`src/rtl/inst_arb_pkg.sv`:
```
// Shared types and defaults for the sibling-instance round-robin arbiter.
package inst_arb_pkg;

    typedef enum logic [1:0] {
        IDLE  = 2'd0,
        GRANT = 2'd1,
        GAP   = 2'd2
    } arb_state_t;

    localparam int N_REQ_DEF    = 15;
    localparam int HOLD_MAX_DEF = 16;

endpackage

```
`src/rtl/rr_pick.sv`:
```
// Rotating-priority finder: first set request at or after ptr, wrapping to 0.
module rr_pick #(
    parameter int N    = 15,
    parameter int ID_W = $clog2(N)
) (
    input  logic [N-1:0]    req,
    input  logic [ID_W-1:0] ptr,
    output logic [N-1:0]    onehot,
    output logic [ID_W-1:0] index,
    output logic            any
);

    int               j;
    logic [ID_W-1:0]  idx;

    always_comb begin
        onehot = '0;
        index  = '0;
        any    = 1'b0;
        j      = 0;
        idx    = '0;
        for (int i = 0; i < N; i++) begin
            j = int'(ptr) + i;
            if (j >= N) begin
                j = j - N;
            end
            idx = j[ID_W-1:0];
            if (!any && req[idx]) begin
                any   = 1'b1;
                index = idx;
            end
        end
        if (any) begin
            onehot[index] = 1'b1;
        end
    end

endmodule

```
`src/rtl/inst_rr_arbiter.sv`:
```
// Round-robin arbiter with hold-time watchdog for the generated leaf instances.
//
//   state | meaning
//   IDLE  | no owner; arbitrate on any request
//   GRANT | one owner holds gnt; hold counter running toward HOLD_MAX-1
//   GAP   | one-cycle dead time after release; arbitrates like IDLE
module inst_rr_arbiter
    import inst_arb_pkg::*;
#(
    parameter int N_REQ    = N_REQ_DEF,
    parameter int HOLD_MAX = HOLD_MAX_DEF,
    parameter int ID_W     = $clog2(N_REQ)
) (
    input  logic             clk,
    input  logic             rst_n,
    input  logic [N_REQ-1:0] req,
    input  logic [N_REQ-1:0] done,
    output logic [N_REQ-1:0] gnt,
    output logic             gnt_valid,
    output logic [ID_W-1:0]  gnt_id,
    output logic             timeout
);

    localparam int CNT_W = $clog2(HOLD_MAX);
    localparam logic [CNT_W-1:0] HOLD_LAST = CNT_W'(HOLD_MAX - 1);
    localparam logic [ID_W-1:0]  ID_LAST   = ID_W'(N_REQ - 1);

    arb_state_t       state;
    logic [ID_W-1:0]  ptr;
    logic [CNT_W-1:0] cnt;

    logic [N_REQ-1:0] pick_onehot;
    logic [ID_W-1:0]  pick_id;
    logic             pick_any;
    logic             owner_release;
    logic [ID_W-1:0]  next_ptr;

    rr_pick #(
        .N    (N_REQ),
        .ID_W (ID_W)
    ) u_pick (
        .req    (req),
        .ptr    (ptr),
        .onehot (pick_onehot),
        .index  (pick_id),
        .any    (pick_any)
    );

    // Masking with gnt ignores done/req bits of every non-owner.
    assign owner_release = (|(done & gnt)) || !(|(req & gnt));
    assign next_ptr      = (gnt_id == ID_LAST) ? '0 : gnt_id + 1'b1;

    always_ff @(posedge clk or negedge rst_n) begin
        if (!rst_n) begin
            state     <= IDLE;
            ptr       <= '0;
            cnt       <= '0;
            gnt       <= '0;
            gnt_valid <= 1'b0;
            gnt_id    <= '0;
            timeout   <= 1'b0;
        end else begin
            timeout <= 1'b0;
            case (state)
                IDLE, GAP: begin
                    if (pick_any) begin
                        state     <= GRANT;
                        gnt       <= pick_onehot;
                        gnt_valid <= 1'b1;
                        gnt_id    <= pick_id;
                        cnt       <= '0;
                    end else begin
                        state <= IDLE;
                    end
                end
                GRANT: begin
                    if (owner_release || cnt == HOLD_LAST) begin
                        // Normal release takes precedence over the watchdog.
                        timeout   <= !owner_release;
                        state     <= GAP;
                        ptr       <= next_ptr;
                        cnt       <= '0;
                        gnt       <= '0;
                        gnt_valid <= 1'b0;
                        gnt_id    <= '0;
                    end else begin
                        cnt <= cnt + 1'b1;
                    end
                end
                default: begin
                    state     <= IDLE;
                    gnt       <= '0;
                    gnt_valid <= 1'b0;
                    gnt_id    <= '0;
                end
            endcase
        end
    end

endmodule

```
`config.mk`:
```
export PLATFORM = sky130hd
export DESIGN_NAME = inst_rr_arbiter
export DESIGN_NICKNAME = d
export VERILOG_FILES = /design/src/rtl/inst_arb_pkg.sv /design/src/rtl/rr_pick.sv /design/src/rtl/inst_rr_arbiter.sv
export SDC_FILE = /design/constraint.sdc
export NUM_CORES = 1
export LEC_CHECK = 0
export CAP_MARGIN = 25
export CORE_MARGIN = 4
export CORE_UTILIZATION = 35
export CTS_CLUSTER_DIAMETER = 80
export DETAILED_ROUTE_END_ITERATION = 8
export PLACE_DENSITY = 0.52
export SLEW_MARGIN = 20
export SYNTH_ARGS = -nofsm -noshare
export SYNTH_HDL_FRONTEND = slang
export SYNTH_SLANG_ARGS = --single-unit
export TNS_END_PERCENT = 1
```
`constraint.sdc`:
```
create_clock -name clk -period 5.15 [get_ports clk]
set_input_delay 0.7725 -clock clk [delete_from_list [all_inputs] [get_ports clk]]
set_output_delay 0.7725 -clock clk [all_outputs]
set_load 0.005 [all_outputs]
```
Yosys cells after proc, flatten, opt, wreduce, memory -nomap -nowiden
Index checks and enable logic that the tools add are counted.
{"block": "word_totals", "reg_bits": 31, "latchBits": 0, "ram_bits": 0, "rom_bits": 0, "inputBits": 32, "mem_count": 0}
{"block": "op_classes", "add_sub_neg": 31, "mul": 0, "n_div": 0, "order_cmp": 32, "n_eq_ne": 6, "shifts": 0, "muxes": 95, "n_bitwise": 2, "n_reduce_logical": 41}
{"operator": "$mux 4", "count": 35}
{"operator": "$lt 4x5->1 const B", "count": 16}
{"operator": "$ge 5x4->1 const B", "count": 14}
{"operator": "$bmux 1 s4", "count": 15}
{"operator": "$sub 4x1->4 const B", "count": 14}
{"operator": "$mux 1", "count": 36}
{"operator": "$add 4x4->5 const B", "count": 7}
{"operator": "$and 15x15->15", "count": 2}
{"operator": "$mux 15", "count": 2}
{"operator": "$pmux 15 s2", "count": 1}
{"operator": "$reduce_or 15->1", "count": 2}
{"operator": "$add 4x3->5 const B", "count": 4}
{"operator": "$logic_not 1->1", "count": 16}
{"operator": "$pmux 4 s2", "count": 2}
{"operator": "$logic_and 1x1->1", "count": 15}
{"operator": "$add 4x2->5 const B", "count": 2}
{"operator": "$add 4x1->4 const B", "count": 2}
{"operator": "$eq 4x4->1 const B", "count": 2}
{"operator": "$reduce_and 2->1", "count": 3}
{"operator": "$add 4x1->5 const B", "count": 1}
{"operator": "$demux 1 s4", "count": 1}
{"operator": "$ge 4x1->1 const B", "count": 1}
{"operator": "$ge 4x4->1 const B", "count": 1}
{"operator": "$ne 2x2->1 const B", "count": 2}
{"operator": "other kinds (10)", "count": 11}

Longest topological paths before layout
Gate-level depths: netlist of the first run.
{"block": "depth", "ltp_word": 53, "mapped_depth": 25, "mapped_depth_nobuf": 14}

Hierarchy
From an unflattened synthesis of the first run, not the netlist that was laid out.
{"block": "hier_totals", "cells_unflattened": 1159, "hier_area_um2": 8739.6}
{"module": "rr_pick", "n_inst": 1, "cells_per_inst": 1016, "area_each_um2": 7106.8, "seq_area_each_um2": 0.0}
{"module": "inst_rr_arbiter", "n_inst": 1, "cells_per_inst": 143, "area_each_um2": 1632.8, "seq_area_each_um2": 775.7}

Worst setup path before layout of the first run
No wires, ideal clock.
{"block": "synth_timing", "path_type": "register to register", "start": "register ptr[0]", "end": "register gnt[1]", "arrival_ns": 5.066, "required_ns": 5.040, "path_slack_ns": -0.026, "stages_incl_launch_ff": 20, "path_buffers": 5, "synth_period_minus_slack_ns": 5.176, "cell_sequence": "dfrtp_1 -> buf_2 -> buf_4 -> inv_1 -> buf_2 -> buf_2 -> buf_2 -> ha_1 -> nor2b_1 -> o21ai_1 -> o21bai_1 -> a311oi_2 -> mux4_2 -> o32a_1 -> nand3_1 -> nand4_2 -> or4_4 -> a221oi_2 -> nand2_2 -> o41ai_1"}
{"block": "synth_via", "elab_chain_len": 53}
{"item": "start, declared", "line_no": "inst_rr_arbiter.sv:29", "rtl": "logic [ID_W-1:0] ptr;"}
{"item": "start signal, assigned", "line_no": "inst_rr_arbiter.sv:81", "rtl": "ptr <= next_ptr;"}
{"item": "branches (longest 53 deep; another with $add 4x1->5)"}
{"item": "end signal, assigned", "line_no": "inst_rr_arbiter.sv:68", "rtl": "gnt <= pick_onehot;"}
{"item": "end, declared", "line_no": "inst_rr_arbiter.sv:18", "rtl": "output logic [N_REQ-1:0] gnt,"}
Parallel ways; which one is timed is not known. The select of a mux whose other input is x is not followed.
A chain may end at the register's enable or synchronous reset.

Worst setup path in the final report of the first run
{"block": "layout_timing", "start": "register ptr[0]", "end": "register gnt[10]"}
The elaborated chain is that of the path after synthesis.

==> summary.md, run 1 <==
| Metric | Value |
|---|---|
| Max-slew violations | `0` |
| Clk Latency, worst-skew pair | `270 ps` |
| Synth Area in Compound Gates | `0.4137` |
| Final hold violation count | `0` |
| WS Path Type | `register to register` |
| Post-synthesis cell type count | `94` |
| Via density per instance | `6.757` |
| Critical path's largest stage delay | `590 ps` |
| Worst Max-Slew Pin Slew | `769.8 ps` |
| CP startpoint kind | `register` |
| Htree depth | `2` |
| CTS root buf | `clkbuf_16` |
| Synthesized area per cell | `7.135 µm²` |
| Final period util | `0.9598` |
| Worst Setup Slack, final | `206.9 ps` |
| Clock-pin slew on the worst setup and hold paths | `50 ps` |
| Max Root-Sink Buffers | `2` |
| Final min period | `4943 ps` |
| Vias | `10520` |
| First-pass GRT wire length | `60.95 mm` |
| Layout cells sized above 1 | `0.1696` |
| RSZ-0062 raised after global routing | `no` |
| Ys async rst share | `1.000` |
| Net count, final | `1291` |
| DIE AREA | `0.02589 mm²` |
| Syn. warnings | `0` |
| Post-Route WL | `40.98 mm` |
| Total of max-cap violations | `0` |
| Io pins | `53` |
| Buffers on Ports | `52` |
| DR iter-0 viols | `1469` |
| Net Count, Synth | `1195` |
| Layout area overhead | `20.91%` |
| CTS Hold Bufs | `0` |
| Vias in the first global route | `9541` |
| Most common cell in the netlist | `nand2_1` |
| Post-synth top cells | `nand2_1 (113), o21ai_0 (78), nor2_1 (65)` |
| # setup viols final | `0` |
| Mapped cell area | `0.008184 mm²` |
| CP max FO | `11` |
| Rel. slew slack | `0.4814` |
| Mux cell area share after synthesis | `0.1024` |
| Gr ovfl total | `0` |
| Slowest CP cell | `o311ai_0` |
| Data required time of the worst path | `5330 ps` |
| Initial antenna violation count | `1` |
| Chip Height | `160.9 µm` |
| CTS tree | `built` |
| Worst path arrival time | `5120 ps` |
| R2R Path Start | `ptr[0]` |
| Setup TNS | `0 ps` |
| Fillers | `2399` |
| CTS Sinks | `31` |
| Largest net degree at the start of global routing | `53` |
| Adder-cell share of the synthesized area | `0.02446` |
| Worst Hold Class | `register to register` |
| CTS Buf Count | `5` |
| Wirelength per Cell | `26.32 µm` |
| Cells after synthesis | `1147` |
| Synth area leader | `dfrtp_1` |
| Clk_skew | `3.173 ps` |
| GPL Wtd Cong | `1.012` |
| Antenna diodes | `0` |
| Beginning of the worst hold path | `gnt_valid` |
| Sequential share of the synthesized area | `0.09479` |
| Pre-CTS setup slack | `92.75 ps` |
| 1st-pass router iterations | `6` |
| Worst setup path start | `ptr[0]` |
| Post-synth top area share | `0.09479` |
| Initial Util | `0.3582` |
| Post-route ant nets | `0` |
| Post-Synth XOR/XNOR Area | `0.03669` |
| Die width | `160.9 µm` |
| Dominant cells by area after synthesis | `dfrtp_1 (9.5%), nand2_1 (5.2%), mux2i_1 (5.0%), o21ai_0 (4.8%), mux4_2 (3.9%)` |
| Tot GR Track Use | `0.3015` |
| Largest family of logic cells by synthesized area | `compound AO/OA/AOI/OAI gates` |
| Flop and latch count out of synthesis | `31` |
| DRC | `0` |
| Core Area | `0.02285 mm²` |
| Worst path cell trace | `inv_1 -> ha_2 -> nand2b_1 -> o21ai_0 -> o2bb2ai_1 -> mux2_2 -> a221oi_1 -> a221o_1 -> a21oi_1 -> o311ai_0 -> a22o_1 -> o211ai_1 -> a211o_1 -> o31ai_1` |
| Post-DP HPWL | `31.28 mm` |
| Hold WS | `482.0 ps` |
| Highest clock rate | `202.3 MHz` |
| Top FF cell, synth | `dfrtp_1` |
| Critical path endpoint category | `register` |
| EDFF count, synth | `0` |
| Status | `completed` |
| Core Rows | `55` |
| Synthesized-area fraction occupied by and/or/nand/nor cells | `0.2633` |
==> worst max-delay path: cells and delay by family (launching register included) <==
kind                     cells  cell delay [ps]
AND/OR/NAND/NOR              1              290
buffers and inverters        1              170
adder cells (fa/ha/maj)      1              310
flip-flops                   1              530
AO/OA/AOI/OAI               10             3130
multiplexers                 1              410
==> cell usage in the layout (no fill, tap or decap), types with 9 or more instances in the layout <==
master / n
buf_4: 124
nand2_1: 113
o21ai_0: 77
nor2_1: 65
a21oi_1: 61
clkdlybuf4s50_1: 52
nand3_1: 47
mux2i_1: 41
nor3_1: 33
a211oi_1: 32
o211ai_1: 30
inv_1: 29
nand2b_1: 29
a22oi_1: 28
dfrtp_1: 28
a21o_1: 24
a31oi_1: 23
xnor2_1: 20
o31ai_1: 20
nand4_1: 15
nor2b_1: 14
mux4_2: 14
ha_1: 14
and2_1: 13
a21boi_0: 12
o22ai_1: 12
o2111ai_1: 11
o221ai_1: 11
or2_2: 10
mux2_2: 10
o211a_1: 10
o21ai_1: 10
or3_1: 10
a211o_1: 9
==> metal layers <==
metal	track usage	up-vias	part of all wire
li1	-	4704	-
met1	0.4180	5104	0.42
met2	0.4655	585	0.44
met3	0.04260	125	0.096
met4	0.1345	2	0.051
met5	0	-	0.00020
==> layout make-up <==
type / count / area (µm²) / share of cell area
Tap cell: 313 / 391.6 / 0.03958
Clock inverter: 2 / 35.03 / 0.003540
Inverter: 31 / 116.4 / 0.01176
Multi-Input combinational cell: 997 / 6960 / 0.7034
Clock buffer: 6 / 138.9 / 0.01403
Sequential cell: 31 / 782.0 / 0.07902
Timing Repair Buffer: 177 / 1471 / 0.1487
==> through the flow <==
stage | std cells | area (µm²) | util
after floorplan | 1147 | 8195 | -
after global placement | 1545 | 9622 | 0.4211
after detailed placement | 1545 | 9622 | 0.4211
after CTS | 1553 | 9796 | 0.4288
after global routing | 1557 | 9896 | 0.4331
final | 1557 | 9896 | 0.4331
==> kinds of logic (layout without fill, tap and decap cells) <==
group	count (synthesis)	after routing
adder cells (fa/ha/maj)	16	16
buffers and inverters	119	216
flip-flops	31	31
AND/OR/NAND/NOR	410	410
multiplexers	65	65
XOR/XNOR	30	30
AO/OA/AOI/OAI	476	476
==> path summary, 6_finish.rpt <==
kind                              to  slack (ps)  cells after the start
max                          gnt[10]         210                     14
min in group asynchronous  gnt_valid         900                      2
min                        gnt_valid         480                      2
max in group asynchronous     ptr[0]        3900                      2
max reg2reg                  gnt[10]         210                     14
min reg2reg                gnt_valid         480                      2
==> flip-flops by register name (all words and copies together) (netlist names) <==
name       count
gnt           15
cnt            4
ptr            4
gnt_id         4
gnt_valid      1
state          2
timeout        1
==> repair_timing <==
item,4_1_cts,5_1_grt
buffers inserted,0,4
endpoints found under the setup margin,0,23
gates resized for setup,0,15
Power of run 1 is left out: the tool's default activity adds up to more than one toggle a clock period on the data nets, which glitch-free logic cannot reach.
==> inputs of run 2 (changes only) <==
HOLD_SLACK_MARGIN = 0.08   (was not set)
==> results of run 2 <==
Final layout, timing and power as in run 1 (identical DEF).
Power of run 2 is left out for the same reason.
==> inputs of run 3 (changes only) <==
TNS_END_PERCENT = 50   (was 1)
==> results of run 3 <==
Final layout, timing and power as in run 1 (identical DEF).
Power of run 3 is left out for the same reason.
